--- src/rtl/cfg_chain_loader.sv ---
// cfg_chain_loader: loads the fabric configuration shift chain from a word-wide bitstream.
// Words arrive over valid/ready and are shifted LSB-first on prog_in/prog_en for exactly CHAIN_LEN bits.
// Optional readback-verify pass: define CFG_CHAIN_LOADER_READBACK_EN.
module cfg_chain_loader #(
    parameter int unsigned CHAIN_LEN = 4480,
    parameter int unsigned WORD_W    = 32
) (
    input  logic              prog_clk,
    input  logic              rst_n,
    input  logic              start,
    input  logic              word_valid,
    input  logic [WORD_W-1:0] word_data,
    output logic              word_ready,
    output logic              prog_in,
    output logic              prog_en,
    input  logic              prog_out,
    output logic              busy,
    output logic              done,
    output logic              error
);

    localparam int unsigned NUM_WORDS = (CHAIN_LEN + WORD_W - 1) / WORD_W;
    localparam int unsigned BIT_CW    = $clog2(CHAIN_LEN + 1);
    localparam int unsigned WORD_CW   = $clog2(NUM_WORDS + 1);
    localparam int unsigned SH_CW     = $clog2(WORD_W + 1);

`ifdef CFG_CHAIN_LOADER_READBACK_EN
    typedef enum logic [1:0] {IDLE = 2'd0, LOAD = 2'd1, VERIFY = 2'd2, DONE = 2'd3} state_t;
`else
    typedef enum logic [1:0] {IDLE = 2'd0, LOAD = 2'd1, DONE = 2'd3} state_t;
    logic unused_prog_out;
    assign unused_prog_out = prog_out;
`endif

    state_t              state_q, state_d;
    logic [BIT_CW-1:0]   bit_cnt_q, bit_cnt_d;
    logic [WORD_CW-1:0]  word_cnt_q, word_cnt_d;
    logic                hold_vld_q, hold_vld_d;
    logic [WORD_W-1:0]   hold_data_q, hold_data_d;
    logic                sh_vld_q, sh_vld_d;
    logic [WORD_W-1:0]   sh_data_q, sh_data_d;
    logic [SH_CW-1:0]    sh_cnt_q, sh_cnt_d;
    logic                prog_in_d, prog_en_d, word_ready_d, busy_d, done_d, error_d;

    // Next-state, buffer movement and next output values.
    always_comb begin
        state_d      = state_q;
        bit_cnt_d    = bit_cnt_q;
        word_cnt_d   = word_cnt_q;
        hold_vld_d   = hold_vld_q;
        hold_data_d  = hold_data_q;
        sh_vld_d     = sh_vld_q;
        sh_data_d    = sh_data_q;
        sh_cnt_d     = sh_cnt_q;
        prog_in_d    = prog_in;
        prog_en_d    = 1'b0;
        done_d       = done;
        error_d      = error;
        busy_d       = 1'b0;
        word_ready_d = 1'b0;

        if (state_q == IDLE || state_q == DONE) begin
            if (start) begin
                state_d    = LOAD;
                bit_cnt_d  = '0;
                word_cnt_d = '0;
                hold_vld_d = 1'b0;
                sh_vld_d   = 1'b0;
                sh_cnt_d   = '0;
                done_d     = 1'b0;
                error_d    = 1'b0;
            end
        end else if (bit_cnt_q == BIT_CW'(CHAIN_LEN)) begin
            // Pass complete: drop leftover upper bits and rearm counters.
            bit_cnt_d  = '0;
            word_cnt_d = '0;
            hold_vld_d = 1'b0;
            sh_vld_d   = 1'b0;
            sh_cnt_d   = '0;
`ifdef CFG_CHAIN_LOADER_READBACK_EN
            if (state_q == LOAD) begin
                state_d = VERIFY;
            end else begin
                state_d = DONE;
                done_d  = 1'b1;
            end
`else
            state_d = DONE;
            done_d  = 1'b1;
`endif
        end else begin
            if (sh_vld_q) begin
                prog_en_d = 1'b1;
                prog_in_d = sh_data_q[0];
                sh_data_d = sh_data_q >> 1;
                sh_cnt_d  = sh_cnt_q - SH_CW'(1);
                bit_cnt_d = bit_cnt_q + BIT_CW'(1);
                if (sh_cnt_q == SH_CW'(1)) begin
                    sh_vld_d = 1'b0;
                end
            end
            // Reload on the edge the last bit leaves, so streaming is gapless.
            if ((!sh_vld_q || sh_cnt_q == SH_CW'(1)) && hold_vld_q) begin
                sh_data_d  = hold_data_q;
                sh_cnt_d   = SH_CW'(WORD_W);
                sh_vld_d   = 1'b1;
                hold_vld_d = 1'b0;
            end
            if (word_valid && word_ready) begin
                hold_vld_d  = 1'b1;
                hold_data_d = word_data;
                word_cnt_d  = word_cnt_q + WORD_CW'(1);
            end
        end

`ifdef CFG_CHAIN_LOADER_READBACK_EN
        // Chain tail must equal the bit currently being shifted in.
        if (state_q == VERIFY && prog_en && (prog_out != prog_in)) begin
            error_d = 1'b1;
        end
`endif

        busy_d       = (state_d != IDLE) && (state_d != DONE);
        word_ready_d = busy_d && !hold_vld_d && (word_cnt_d < WORD_CW'(NUM_WORDS));
    end

    // State, buffers and registered outputs.
    always_ff @(posedge prog_clk or negedge rst_n) begin
        if (!rst_n) begin
            state_q     <= IDLE;
            bit_cnt_q   <= '0;
            word_cnt_q  <= '0;
            hold_vld_q  <= 1'b0;
            hold_data_q <= '0;
            sh_vld_q    <= 1'b0;
            sh_data_q   <= '0;
            sh_cnt_q    <= '0;
            prog_in     <= 1'b0;
            prog_en     <= 1'b0;
            word_ready  <= 1'b0;
            busy        <= 1'b0;
            done        <= 1'b0;
            error       <= 1'b0;
        end else begin
            state_q     <= state_d;
            bit_cnt_q   <= bit_cnt_d;
            word_cnt_q  <= word_cnt_d;
            hold_vld_q  <= hold_vld_d;
            hold_data_q <= hold_data_d;
            sh_vld_q    <= sh_vld_d;
            sh_data_q   <= sh_data_d;
            sh_cnt_q    <= sh_cnt_d;
            prog_in     <= prog_in_d;
            prog_en     <= prog_en_d;
            word_ready  <= word_ready_d;
            busy        <= busy_d;
            done        <= done_d;
            error       <= error_d;
        end
    end

endmodule
--- config.mk ---
export PLATFORM = sky130hd
export DESIGN_NAME = cfg_chain_loader
export DESIGN_NICKNAME = d
export VERILOG_FILES = /design/src/rtl/cfg_chain_loader.sv
export SDC_FILE = /design/constraint.sdc
export NUM_CORES = 1
export LEC_CHECK = 0
export CORE_AREA = 2 2 128 143
export CTS_CLUSTER_SIZE = 24
export DETAILED_ROUTE_END_ITERATION = 10
export DIE_AREA = 0 0 130 145
export DONT_BUFFER_PORTS = 1
export GPL_TIMING_DRIVEN = 0
export PLACE_DENSITY = 0.4
export SETUP_SLACK_MARGIN = 0.05
export SYNTH_ARGS = -nofsm -noshare
export SYNTH_HDL_FRONTEND = slang
export SYNTH_SLANG_ARGS = --single-unit
--- constraint.sdc ---
create_clock -name prog_clk -period 2.3 [get_ports prog_clk]
set_input_delay 0.46 -clock prog_clk [delete_from_list [all_inputs] [get_ports prog_clk]]
set_output_delay 0.46 -clock prog_clk [all_outputs]
set_load 0.01 [all_outputs]
==> out/metrics.sh <==
GRT_START_MAX_NET_PINS=101
MAX_SLEW.WORST_PIN.SLEW_PS=595.6
CRITPATHBUFINV=3
DP.CELLS=669
CELL_BREAKDOWN_OF_THE_CRITICAL_PATH='inv_1 > ha_1 > nor4b_4 > a31o_1 > buf_6 > nor2_4 > buf_4 > mux2_2'
GP_CONGESTION=0.7611
CLOCK-SINKS=100
VDD_DROP_MAX_mV=0.5785
POSTSYNTH.TOPFLOPCELL='sky130_fd_sc_hd__dfrtp_1'
CTS.REPORTEDPATHS.CLKPINSLEW_PS=70
DIE-WIDTH_UM=130
GRT_USE_TOTAL_PCT=11.74
SYNTH_COMPOUND_AREA_SHARE_PCT=11.99
MAXCAPVIOLATIONS=0
FINALCRITPERIODSHARE_PCT=91.90
CRITPATHTOPFAMILY='buffers and inverters'
SYNTHDOMINANTAREACELLTYPE='sky130_fd_sc_hd__dfrtp_1'
POST_DP_CELL_AREA_SQ_UM=4930
ITER_0_DRT_VIOLATIONS=173
LAYOUT.FILLER_CELLS=1847
FINAL_MAX_SLEW_VIOL_COUNT=0
GRT_FIRST_PASS_WIRELENGTH_UM=17370
CLOCK_TREE.ROOT_CELL='sky130_fd_sc_hd__clkbuf_16'
CLOCKBUFFERDEPTH=2
SEQ_CELLS_POST_SYNTH=100
LAYOUT_COMMON_CELLS='sky130_fd_sc_hd__dfrtp_1 (100), sky130_fd_sc_hd__nor2_1 (47), sky130_fd_sc_hd__a21oi_1 (42)'
P_LEAK_uW=0.002433
SYNTH.AREA.TOP_CELLS='sky130_fd_sc_hd__dfrtp_1 (54%), sky130_fd_sc_hd__mux2_2 (7.5%), sky130_fd_sc_hd__mux2i_1 (6.7%)'
FINISH.CELL_COUNT_WITHOUT_FILLERS=684
YS_ASYNC_SR_FRACTION_PCT=100.0
SYNTH.CELL_AREA_SQ_UM=4632
TOP_LEVEL_PORTS=43
SLEW-LIMIT-HEADROOM_PCT=59.93
SYNTHADDERAREAFRAC_PCT=1.351
DESIGN.CORE.AREA_SQ_UM=17420
PORT_BUFFERS=0
HTREE_NUM_LEVELS=3
CRIT_START='bit_cnt_q[0]'
GRT_ANTENNA_BEFORE_REPAIR=0
COMBINATIONAL_FAMILY_WITH_THE_MOST_AREA_AFTER_SYNTHESIS='multiplexers'
SYNTHESIS.NETS=473
GRT_SETUP_UNREPAIRED='yes'
LAYOUT-AREA-OVERHEAD-VS-SYNTH_PCT=13.61
TIMING.CRITICAL_PATH.TO_TYPE='flip-flop'
SYNTH-WARNING-COUNT=0
LAYOUT-DRIVE-GT1-SHARE_PCT=17.26
FINAL.SETUP.TNS_PS=0
CRITICAL_PATH.MAX_FANOUT=10
SYNTH.LIB_CELLS_USED.DISTINCT=45
CRITPATHREQUIREDTIME_PS=2540
SYNTH.MUX.AREA_FRACTION_PCT=14.72
MAXIMUM_FREQUENCY_FROM_STATIC_TIMING_ANALYSIS_GHz=0.4731
STARTING_DENSITY_PCT=26.59
SYNTH_XOR_AREA_SHARE_PCT=1.891
RUN_STATUS='finished, violations left'
CRITICAL_PATH_ARRIVAL_PS=2350
POST-ROUTE-DRC-COUNT=0
FINAL_CELL_AREA_SQ_UM=5263
POWER.DENSITY_CELL_AREA_nW_PER_UM2=1093
DESIGN.FINAL.NETS=484
GRT_PASS1_VIAS=3405
TIMING.CRITICAL_PATH.SLOWEST_STAGE_CELL='sky130_fd_sc_hd__dfrtp_1'
WORST_PATH_LARGEST_CELL_DELAY_PS=400
CRITPATHKIND='flip-flop to flip-flop'
YS_SEQ_AREA_SHARE_PCT=54.02
CTS_BUFFERS=9
FINAL_CRITICAL_PATH_SETUP_SLACK_PS=186.2
VIOLATIONS='negative hold slack'
PLACE_WORST_SETUP_SLACK_PS=104.5
CRITICAL_PATH.REG2REG.STARTPOINT='bit_cnt_q[0]'
GLOBALROUTE.TOTALOVERFLOW=0
DR_TOTAL_VIAS=3161
FINALHOLDVIOLCOUNT=100
ROUTEDWLPERCELL_UM=14.78
ROUTE.FINAL.WIRE_LENGTH_UM=10110
DRTPASS1ITERATIONS=4
DIE_HEIGHT_UM=145
NUM_ANTENNA_CELLS=0
SYNTH_SIMPLE_GATE_AREA_SHARE_PCT=12.37
WORST_SETUP_PATH_START_KIND='flip-flop'
ANT_NETS=0
SETUP_VIOL=0
FINCLKSKEW_PS=9.627
TRITONCTS='built'
VIA_PER_INST=4.621
AVGSYNTHCELLAREA_SQ_UM=10.75
POST-SYNTH-TOP-AREA-FRACTION_PCT=54.02
MIN_CYCLE_TIME_LAYOUT_PS=2114
CORE.ROWCOUNT=51
DETAILEDPLACEMENTHPWL_UM=6640
DIE-AREA_SQ_UM=18850
SYNTH-EDFF-COUNT=0
FINAL_COMMON_CELL='sky130_fd_sc_hd__dfrtp_1'
SYNTHCELLS=431
WORSTSKEWPAIRLATENCY_PS=350
HOLD_PATH_CLASS='primary input to async pin'
HOLD_WS_PS=-194.7
-- logic make-up after synthesis --
| group | after synthesis |
|---|---|
| and+or+nand+nor | 121 |
| DFF | 100 |
| AOI/OAI and AO/OA | 94 |
| muxes | 64 |
| buffers and inverters | 36 |
| xor gates and xnor gates | 10 |
| adders and majority gates | 5 |
| other | 1 |
-- layout make-up --
class	count	area [sq um]	area share, %
clock inverter	6	53.80	1.022
inverter	15	56.30	1.070
sequential	100	2502	47.55
multi-input combinational	295	2002	38.04
clock buffer	9	225.2	4.280
buffer	21	125.1	2.378
tap	238	297.8	5.659
-- path summary, 6_finish.rpt --
path	slack, ps	cells after the start	endpoint
min in group prog_clk	240	1	hold_data_q[28]
max	190	8	hold_data_q[4]
max in group asynchronous	2330	0	sh_data_q[12]
min	-190	0	bit_cnt_q[8]
max reg2reg	190	8	hold_data_q[4]
min reg2reg	480	1	bit_cnt_q[12]
-- routing by layer --
metal  GRT usage [%]  vias up  routed length [um]
li1                -     1532                   -
met1           14.86     1571                4624
met5               0        -                   0
met2           18.69       47                4880
met4           4.731        0                 181
met3           3.392       11                 424
-- worst reg2reg max path: stages (launching register included) --
cell and delay [ps]:
sky130_fd_sc_hd__dfrtp_1 400, sky130_fd_sc_hd__inv_1 70, sky130_fd_sc_hd__ha_1 210, sky130_fd_sc_hd__nor4b_4 150, sky130_fd_sc_hd__a31o_1 200, sky130_fd_sc_hd__buf_6 150, sky130_fd_sc_hd__nor2_4 240, sky130_fd_sc_hd__buf_4 240
sky130_fd_sc_hd__mux2_2 350
-- sequential cells by signal, indices dropped and copies added, names as in the netlist, 2 cells and up --
signal       count
sh_data_q       32
bit_cnt_q       13
hold_data_q     32
state_q          2
sh_cnt_q         6
word_cnt_q       8
-- report_power, final --
group,internal (uW),switching (uW)
Combinational,729,570
Clock,752,733
Sequential,2460,506
-- metrics by stage --
step	util, %	total power, uW	hold WS [ps]
4_1_cts	29.92	5832	-214.7
3_5_place_dp	28.30	4302	171.2
5_1_grt	30.21	6209	-235.1
2_1_floorplan	-	3951	164.4
3_3_place_gp	28.30	4246	171.0
6_report	30.21	5750	-194.7
-- cells in the mapped netlist (2+ instances only) --
library cell and count:
sky130_fd_sc_hd__nand3_1 8, sky130_fd_sc_hd__nor3_1 3, sky130_fd_sc_hd__buf_4 3, sky130_fd_sc_hd__a211oi_1 2, sky130_fd_sc_hd__clkbuf_1 7, sky130_fd_sc_hd__mux2_1 2, sky130_fd_sc_hd__mux2_2 31, sky130_fd_sc_hd__inv_1 15
sky130_fd_sc_hd__nand2b_1 4, sky130_fd_sc_hd__nor4_1 6, sky130_fd_sc_hd__nand4_1 5, sky130_fd_sc_hd__xnor2_1 8, sky130_fd_sc_hd__o21ai_0 28, sky130_fd_sc_hd__ha_1 5, sky130_fd_sc_hd__nand2_1 37, sky130_fd_sc_hd__nor2_1 47
sky130_fd_sc_hd__o22ai_1 2, sky130_fd_sc_hd__a31oi_1 3, sky130_fd_sc_hd__buf_2 9, sky130_fd_sc_hd__mux2i_1 31, sky130_fd_sc_hd__a21oi_1 42, sky130_fd_sc_hd__xor2_1 2, sky130_fd_sc_hd__dfrtp_1 100, sky130_fd_sc_hd__o31ai_1 5
sky130_fd_sc_hd__and3_1 5, sky130_fd_sc_hd__a21o_1 2
-- timing repair --
item / in CTS / in global routing
resized for setup: 2 / 21
pin swaps: 0 / 1
gates cloned: 0 / 0
hold endpoints to repair: 100 / 100
setup buffers: 0 / 0
endpoints found under the setup margin: 3 / 51
(Power assumes the default switching activity.)
